## src/rtl/cache_pkg.sv

```systemverilog
// Shared definitions for the cache request path: default widths, op encoding
// and the {op, addr} request record.
package cache_pkg;

  localparam int unsigned ADDR_W_DEF = 48;
  localparam int unsigned CNT_W_DEF  = 12;

  typedef enum logic {
    OP_READ  = 1'b0,
    OP_WRITE = 1'b1
  } op_e;

  typedef struct packed {
    op_e                   op;
    logic [ADDR_W_DEF-1:0] addr;
  } req_t;

endpackage

```

## src/rtl/sat_counter.sv

```systemverilog
// Saturating up-counter with synchronous active-low reset; holds at all-ones.
module sat_counter #(
  parameter int unsigned CNT_W = 12
) (
  input  logic             clk,
  input  logic             reset,
  input  logic             inc,
  output logic [CNT_W-1:0] count
);

  always_ff @(posedge clk) begin
    if (!reset) begin
      count <= '0;
    end else if (inc && (count != '1)) begin
      count <= count + CNT_W'(1);
    end
  end

endmodule

```

## src/rtl/cache_req_queue.sv

```systemverilog
// FIFO of cache requests between the trace source and cache_top, with
// saturating counts of reads and writes handed to the cache.
module cache_req_queue
  import cache_pkg::*;
#(
  parameter int unsigned DEPTH  = 4,
  parameter int unsigned ADDR_W = ADDR_W_DEF,
  parameter int unsigned CNT_W  = CNT_W_DEF
) (
  input  logic                     clk,
  input  logic                     reset,
  input  logic                     in_valid,
  input  logic                     in_op,
  input  logic [ADDR_W-1:0]        in_addr,
  output logic                     in_ready,
  output logic                     req_valid,
  output logic                     req_op,
  output logic [ADDR_W-1:0]        req_addr,
  input  logic                     req_ready,
  output logic [$clog2(DEPTH):0]   occupancy,
  output logic [CNT_W-1:0]         num_reads,
  output logic [CNT_W-1:0]         num_writes
);

  localparam int unsigned PTR_W = $clog2(DEPTH);
  localparam int unsigned OCC_W = PTR_W + 1;

  op_e               op_mem   [DEPTH];
  logic [ADDR_W-1:0] addr_mem [DEPTH];
  logic [PTR_W-1:0]  wr_ptr;
  logic [PTR_W-1:0]  rd_ptr;
  logic [OCC_W-1:0]  occ;
  logic              push;
  logic              pop;
  logic              inc_reads;
  logic              inc_writes;

  // Handshakes depend only on registered occupancy, never on req_ready.
  always_comb begin
    in_ready   = (occ < OCC_W'(DEPTH));
    req_valid  = (occ != '0);
    push       = in_valid && in_ready;
    pop        = req_valid && req_ready;
    req_op     = req_valid ? op_mem[rd_ptr] : 1'b0;
    req_addr   = req_valid ? addr_mem[rd_ptr] : '0;
    inc_reads  = pop && (op_mem[rd_ptr] == OP_READ);
    inc_writes = pop && (op_mem[rd_ptr] == OP_WRITE);
    occupancy  = occ;
  end

  always_ff @(posedge clk) begin
    if (!reset) begin
      wr_ptr <= '0;
      rd_ptr <= '0;
      occ    <= '0;
    end else begin
      if (push) wr_ptr <= wr_ptr + PTR_W'(1);
      if (pop)  rd_ptr <= rd_ptr + PTR_W'(1);
      case ({push, pop})
        2'b10:   occ <= occ + OCC_W'(1);
        2'b01:   occ <= occ - OCC_W'(1);
        default: occ <= occ;
      endcase
    end
  end

  // Storage is not reset; the read mux masks it whenever the queue is empty.
  always_ff @(posedge clk) begin
    if (reset && push) begin
      op_mem[wr_ptr]   <= op_e'(in_op);
      addr_mem[wr_ptr] <= in_addr;
    end
  end

  sat_counter #(.CNT_W(CNT_W)) u_reads (
    .clk   (clk),
    .reset (reset),
    .inc   (inc_reads),
    .count (num_reads)
  );

  sat_counter #(.CNT_W(CNT_W)) u_writes (
    .clk   (clk),
    .reset (reset),
    .inc   (inc_writes),
    .count (num_writes)
  );

endmodule

```

## config.mk

```make
export PLATFORM = sky130hd
export DESIGN_NAME = cache_req_queue
export DESIGN_NICKNAME = d
export VERILOG_FILES = /design/src/rtl/cache_pkg.sv /design/src/rtl/sat_counter.sv /design/src/rtl/cache_req_queue.sv
export SDC_FILE = /design/constraint.sdc
export NUM_CORES = 1
export LEC_CHECK = 0
export ABC_AREA = 0
export ABC_CLOCK_PERIOD_IN_PS = 6040
export BUFFER_PORTS_ARGS = -buffer_cell sky130_fd_sc_hd__buf_2
export CAP_MARGIN = 40
export CELL_PAD_IN_SITES_DETAIL_PLACEMENT = 1
export CELL_PAD_IN_SITES_GLOBAL_PLACEMENT = 1
export CORE_MARGIN = 2
export CORE_UTILIZATION = 35
export CTS_CLUSTER_SIZE = 14
export DETAILED_ROUTE_END_ITERATION = 12
export PLACE_DENSITY_LB_ADDON = 0.1
export SLEW_MARGIN = 20
export SYNTH_ARGS = -nofsm -noshare
export SYNTH_HDL_FRONTEND = slang
export SYNTH_SLANG_ARGS = --single-unit
```

## constraint.sdc

```tcl
create_clock -name clk -period 6.04 [get_ports clk]
set_input_delay 0.906 -clock clk [delete_from_list [all_inputs] [get_ports clk]]
set_output_delay 0.906 -clock clk [all_outputs]
set_load 0.02 [all_outputs]
```

# [Word-level counts from Yosys, hierarchy flattened]
# Memories as Yosys holds them, arrays and structs flattened. A register that Yosys moved wholly into a read port is not among the register bits.
# Cells that the tools add are included.
[op_classes] addsub=6 n_lt_le_gt_ge=1 n_eq_ne=4 mux=9 bitwise_logic=1 reduce_logical=9
[op_table] cell="two-way mux 48 bit" n=1
[op_table] cell="adder 12 x 1 -> 12 bit (second input constant)" n=2
[op_table] cell="inequality test 12 bit (second input constant)" n=2
[op_table] cell="two-way mux 2 bit" n=4
[op_table] cell="logical AND 1 bit" n=7
[op_table] cell="case mux 3 bit (2 select lines)" n=1
[op_table] cell="adder 2 x 1 -> 2 bit (second input constant)" n=2
[op_table] cell="adder 3 x 1 -> 3 bit (second input constant)" n=1
[op_table] cell="< comparator 3 bit (second input constant)" n=1
[op_table] cell="two-way mux 1 bit" n=3
[op_table] cell="nonzero test 3 bit" n=1
[op_table] cell="subtractor 3 x 1 -> 3 bit (second input constant)" n=1
[op_table] cell="equality test 2 x 1 -> 1 bit (second input constant)" n=1
[op_table] cell="equality test 2 bit (second input constant)" n=1
[op_table] cell="nonzero test 2 bit" n=1
[op_table] cell="NOT 1 bit" n=1
[totals] regBits=31 mem_bits_rw=196 input_bits=53 out_inout_bits=78 mem_count=2
[mem_list] name="addr_mem" depth=4 word_bits=48 rd=1 rd_ports_with_merged_regs=1 wr=1 line_no="cache_req_queue.sv:29" rtl="logic [ADDR_W-1:0] addr_mem [DEPTH];"
[mem_list] name="op_mem" depth=4 word_bits=1 rd=1 rd_ports_with_merged_regs=1 wr=1 line_no="cache_req_queue.sv:28" rtl="op_e op_mem [DEPTH];"

# [Longest topological paths before layout]
[logic_depth] ltp_word=5 mapped_depth=9

# [Cells and area by module]
# A second synthesis with hierarchy kept.
[hier_totals] cells_unflattened=495 hier_area_um2=9133.8
[by_module_without_submodules] mod="cache_req_queue" n_inst=1 cells_per_inst=363 area_per_inst_um2=7905.1 seq_area_each_um2=6065.8
[by_module_without_submodules] mod="sat_counter" n_inst=2 cells_per_inst=66 area_per_inst_um2=614.3 seq_area_each_um2=240.2

# [Worst setup path after synthesis]
# OpenSTA, ideal clock, no wires.
[synth_path] path_kind="input to register" from="input port in_valid" to="memory addr_mem[0][0] in the netlist's numbering (enable)" setup_ps=412 arrival_time_ps=2491 required_time_ps=5628 setup_slack_ps=3137 cell_stages=3 n_path_buf=1 path_cell_list="nor2b_1 > clkbuf_1 > and3_1"
[synth_via] elab_chain_cells=4
[synth_lines] item="start: declaration" line_no="cache_req_queue.sv:12" rtl="input logic in_valid,"
[synth_lines] item="logical AND 1 bit" line_no="cache_req_queue.sv:42" rtl="push = in_valid && in_ready;"
[synth_lines] item="logical AND 1 bit" line_no="cache_req_queue.sv:69" rtl="if (reset && push) begin"
[synth_lines] item="two-way mux 1 bit" line_no="cache_req_queue.sv:69"
[synth_lines] item="two-way mux 1 bit (not written as such)" line_no="cache_req_queue.sv:71" rtl="addr_mem[wr_ptr] <= in_addr;"
[synth_lines] item="end: declaration" line_no="cache_req_queue.sv:29"
# No other way between the ends.

==> impl_metrics.csv <==
group,metric,value,unit
clocking,cts.repair.resized,0,
place,post_dp_cell_area,10160,sq um
status,status,"complete, no violations",
logic_synthesis,synthDistinctLibCells,39,
clocking,clk_latency,0.55,ns
sta,drv_slew,0,
setup_path,cp_top_family,"flip-flops",
grt,grt.overflow.total,0,
setup_path,crit_path_max_fanout,28,
clocking,htree_levels,1,
setup_path,critPathLaunchType,"flip-flop",
die,ios,131,
sta,min_period,3.367,ns
logic_synthesis,ys_async_sr_fraction,0,%
grt,antenna_found_initial,4,
logic_synthesis,syn_nets,575,
place,place_ws,2.951,ns
logic_synthesis,syn_area_per_cell,17.65,sq um
detailed_routing,antenna_left,0,
final_layout,multi_input_area,2389,sq um
final_layout,layout.nets,718,
die,initial_core_util,35.82,%
clocking,clk_pin_slew_worst_paths,0.06,ns
detailed_routing,vias,5118,
sta,skew,0.01061,ns
power_and_ir_drop,power_density,434.9,nW/um^2
final_layout,num-fill-cells,2506,
logic_synthesis,syn_area,9072,sq um
detailed_routing,vias_per_cell,5.057,
setup_path,critPathMaxStageDelay,0.68,ns
sta,setup_viol,0,
flow_run,maxCapViolations,0,
sta,fin_crit_sh,55.74,%
setup_path,path_buf_inv,2,
grt,use_met3,3.466,%
die,die_w,165,um
setup_path,crit_type,"reg -> out",
grt,met2_usage,26.72,%
power_and_ir_drop,cellLeakagePower,3.771,nW
sta,hold_ws,0.5152,ns
detailed_routing,drc,0,
clocking,cts_buffers,27,
clocking,cts.sinks,229,
clocking,cts_max_path_buffers,3,
sta,rsz0062_at_grt,"false",
sta,worst_slack,2.673,ns
final_layout,fin_area,10990,sq um
final_layout,final_common_cell,"edfxtp_1",
logic_synthesis,synth_edf_count,196,
detailed_routing,avgRoutedWirePerCell,20.18,um
sta,fin_tns_setup,0,ns
clocking,cts_tree,"done",
place,gp_congestion,0.7534,
hold_path,hp-class,"reg -> reg",
setup_path,cp.arrival,2.46,ns
sta,max_freq,0.2970,GHz
sta,relSlewSlack,43.99,%
final_layout,layout-drive-gt1-share,33.92,%
sta,worstMarginPinSlew,0.8293,ns
clocking,postCtsHoldBufs,0,
sta,finalHoldViolations,0,
setup_path,endpoint_kind,"output port",
final_layout,syn_to_final_growth,21.10,%
final_layout,layout_common_cells,"196 x edfxtp_1, 130 x buf_2, 50 x nor2b_1, 49 x mux4_2, 31 x dfxtp_1",
grt,grt_pass1_wl,31360,um
grt,grt.busiest_layer,"met2",
final_layout,final_cells,1012,
die,coreArea,25330,sq um
detailed_routing,wl,20420,um
setup_path,required,5.13,ns
setup_path,crit_chain,"buf_16 -> mux4_2 -> nor2b_1 -> buf_2",
detailed_routing,first_pass_iters,4,
setup_path,critical_path_depth,4,
clocking,cts_setup_buffers,0,
setup_path,slowest_stage,"dfxtp_4",
power_and_ir_drop,peakVddDrop,0.0002502,V
final_layout,ff_latch_area,6551,sq um
hold_path,min_path_cells,2,
grt,gr-usage-met1,18.51,%
logic_synthesis,syn_inst,514,
final_layout,post-route-util,43.38,%
logic_synthesis,ys.warnings.count,0,
detailed_routing,drt_iter0_drc,335,
place,port_buffers,130,
place,place_inst,958,
grt,first_global_vias,5600,
die,row_count,58,
clocking,cts_root_buf,"clkbuf_16",
setup_path,rr_worst_depth,4,
die,die_area,27230,sq um
power_and_ir_drop,power.total,4.778,mW
logic_synthesis,ys_seq_area_share,72.16,%
grt,grt_max_degree,52,
place,dp_hpwl,12460,um
logic_synthesis,yosys_register_bits,229,
logic_synthesis,ys.flop_type,"edfxtp_1",
grt,grtUsageTotal,15.27,%
die,die_h,165,um
-- worst reg2reg max path: cells and delay by family (launching register included) --
| family | cells | cell delay (ns) |
|---|---|---|
| mux | 1 | 0.68 |
| flops | 1 | 0.68 |
| simple gates | 2 | 1.05 |
| compound gates | 1 | 0.14 |
-- logic make-up (layout without fill, tap and decap cells) --
logic type | count (synthesis) | after routing | synth area share [%]
muxes | 58 | 58 | 13.16
DFF | 229 | 229 | 72.16
and+or+nand+nor | 137 | 137 | 8.523
AOI/OAI and AO/OA | 39 | 39 | 2.869
xor gates and xnor gates | 5 | 5 | 0.4828
adders and majority gates | 8 | 8 | 1.186
other | 0 | 4 | 0
buffers and inverters | 38 | 202 | 1.627
-- cell usage after synthesis (3+ instances only) --
master	instances	area (sq um)
ha_1	7	87.58
nor3_1	4	20.02
a31oi_1	3	18.77
buf_2	4	20.02
o21ai_0	4	20.02
mux4_2	49	1104
edfxtp_1	196	5886
nand3_1	5	25.02
nand2b_1	9	56.30
nand2_1	24	90.09
and3_1	5	31.28
xor2_1	3	26.28
or3_1	8	50.05
clkbuf_1	19	71.32
nor4_1	4	25.02
nand4_1	7	43.79
buf_1	3	11.26
and4_1	3	26.28
nor2b_1	50	312.8
nor2_1	12	45.04
o31ai_1	7	52.55
dfxtp_1	33	660.6
inv_1	12	45.04
or4_1	4	30.03
mux2i_1	9	90.09
o41ai_1	3	26.28
a21oi_1	12	60.06
-- where the power goes --
group | switching, mW | total [mW] | internal, mW | leakage (nW)
sequential | 0.0933 | 1.93 | 1.83 | 2.05
clock | 0.637 | 1.50 | 0.866 | 0.401
combinational | 0.812 | 1.35 | 0.538 | 1.32
-- area by class of cell --
class / count / area share (%)
Multi-Input combinational cell: 247 / 21.74
Clock buffer: 33 / 6.355
Antenna cell: 4 / 0.09111
Clock inverter: 17 / 1.082
Tap cell: 330 / 3.758
Sequential cell: 229 / 59.63
Inverter: 12 / 0.4100
Timing Repair Buffer: 140 / 6.935
-- sequential cells by signal, summed over array words and instances, names as in the netlist, named ones only --
name            count
op_mem              4
u_writes.count     12
rd_ptr              2
u_reads.count      12
occupancy           3
addr_mem          192
wr_ptr              2
-- layer usage --
metal / wire length [um] / share of wire [%]
met1: 8572 / 42
met2: 10250 / 50
met3: 966 / 4.7
met4: 634 / 3.1
met5: 0 / 0
-- final timing paths --
kind | endpoint | slack, ns | startpoint
worst min register to register | u_reads.count[9] | 0.52 | u_reads.count[9]
worst max register to register | u_reads.count[5] | 3.41 | flip-flop
worst min-delay path | u_reads.count[9] | 0.52 | u_reads.count[9]
worst max-delay path | req_addr[6] | 2.67 | flip-flop
(Power assumes the default switching activity.)
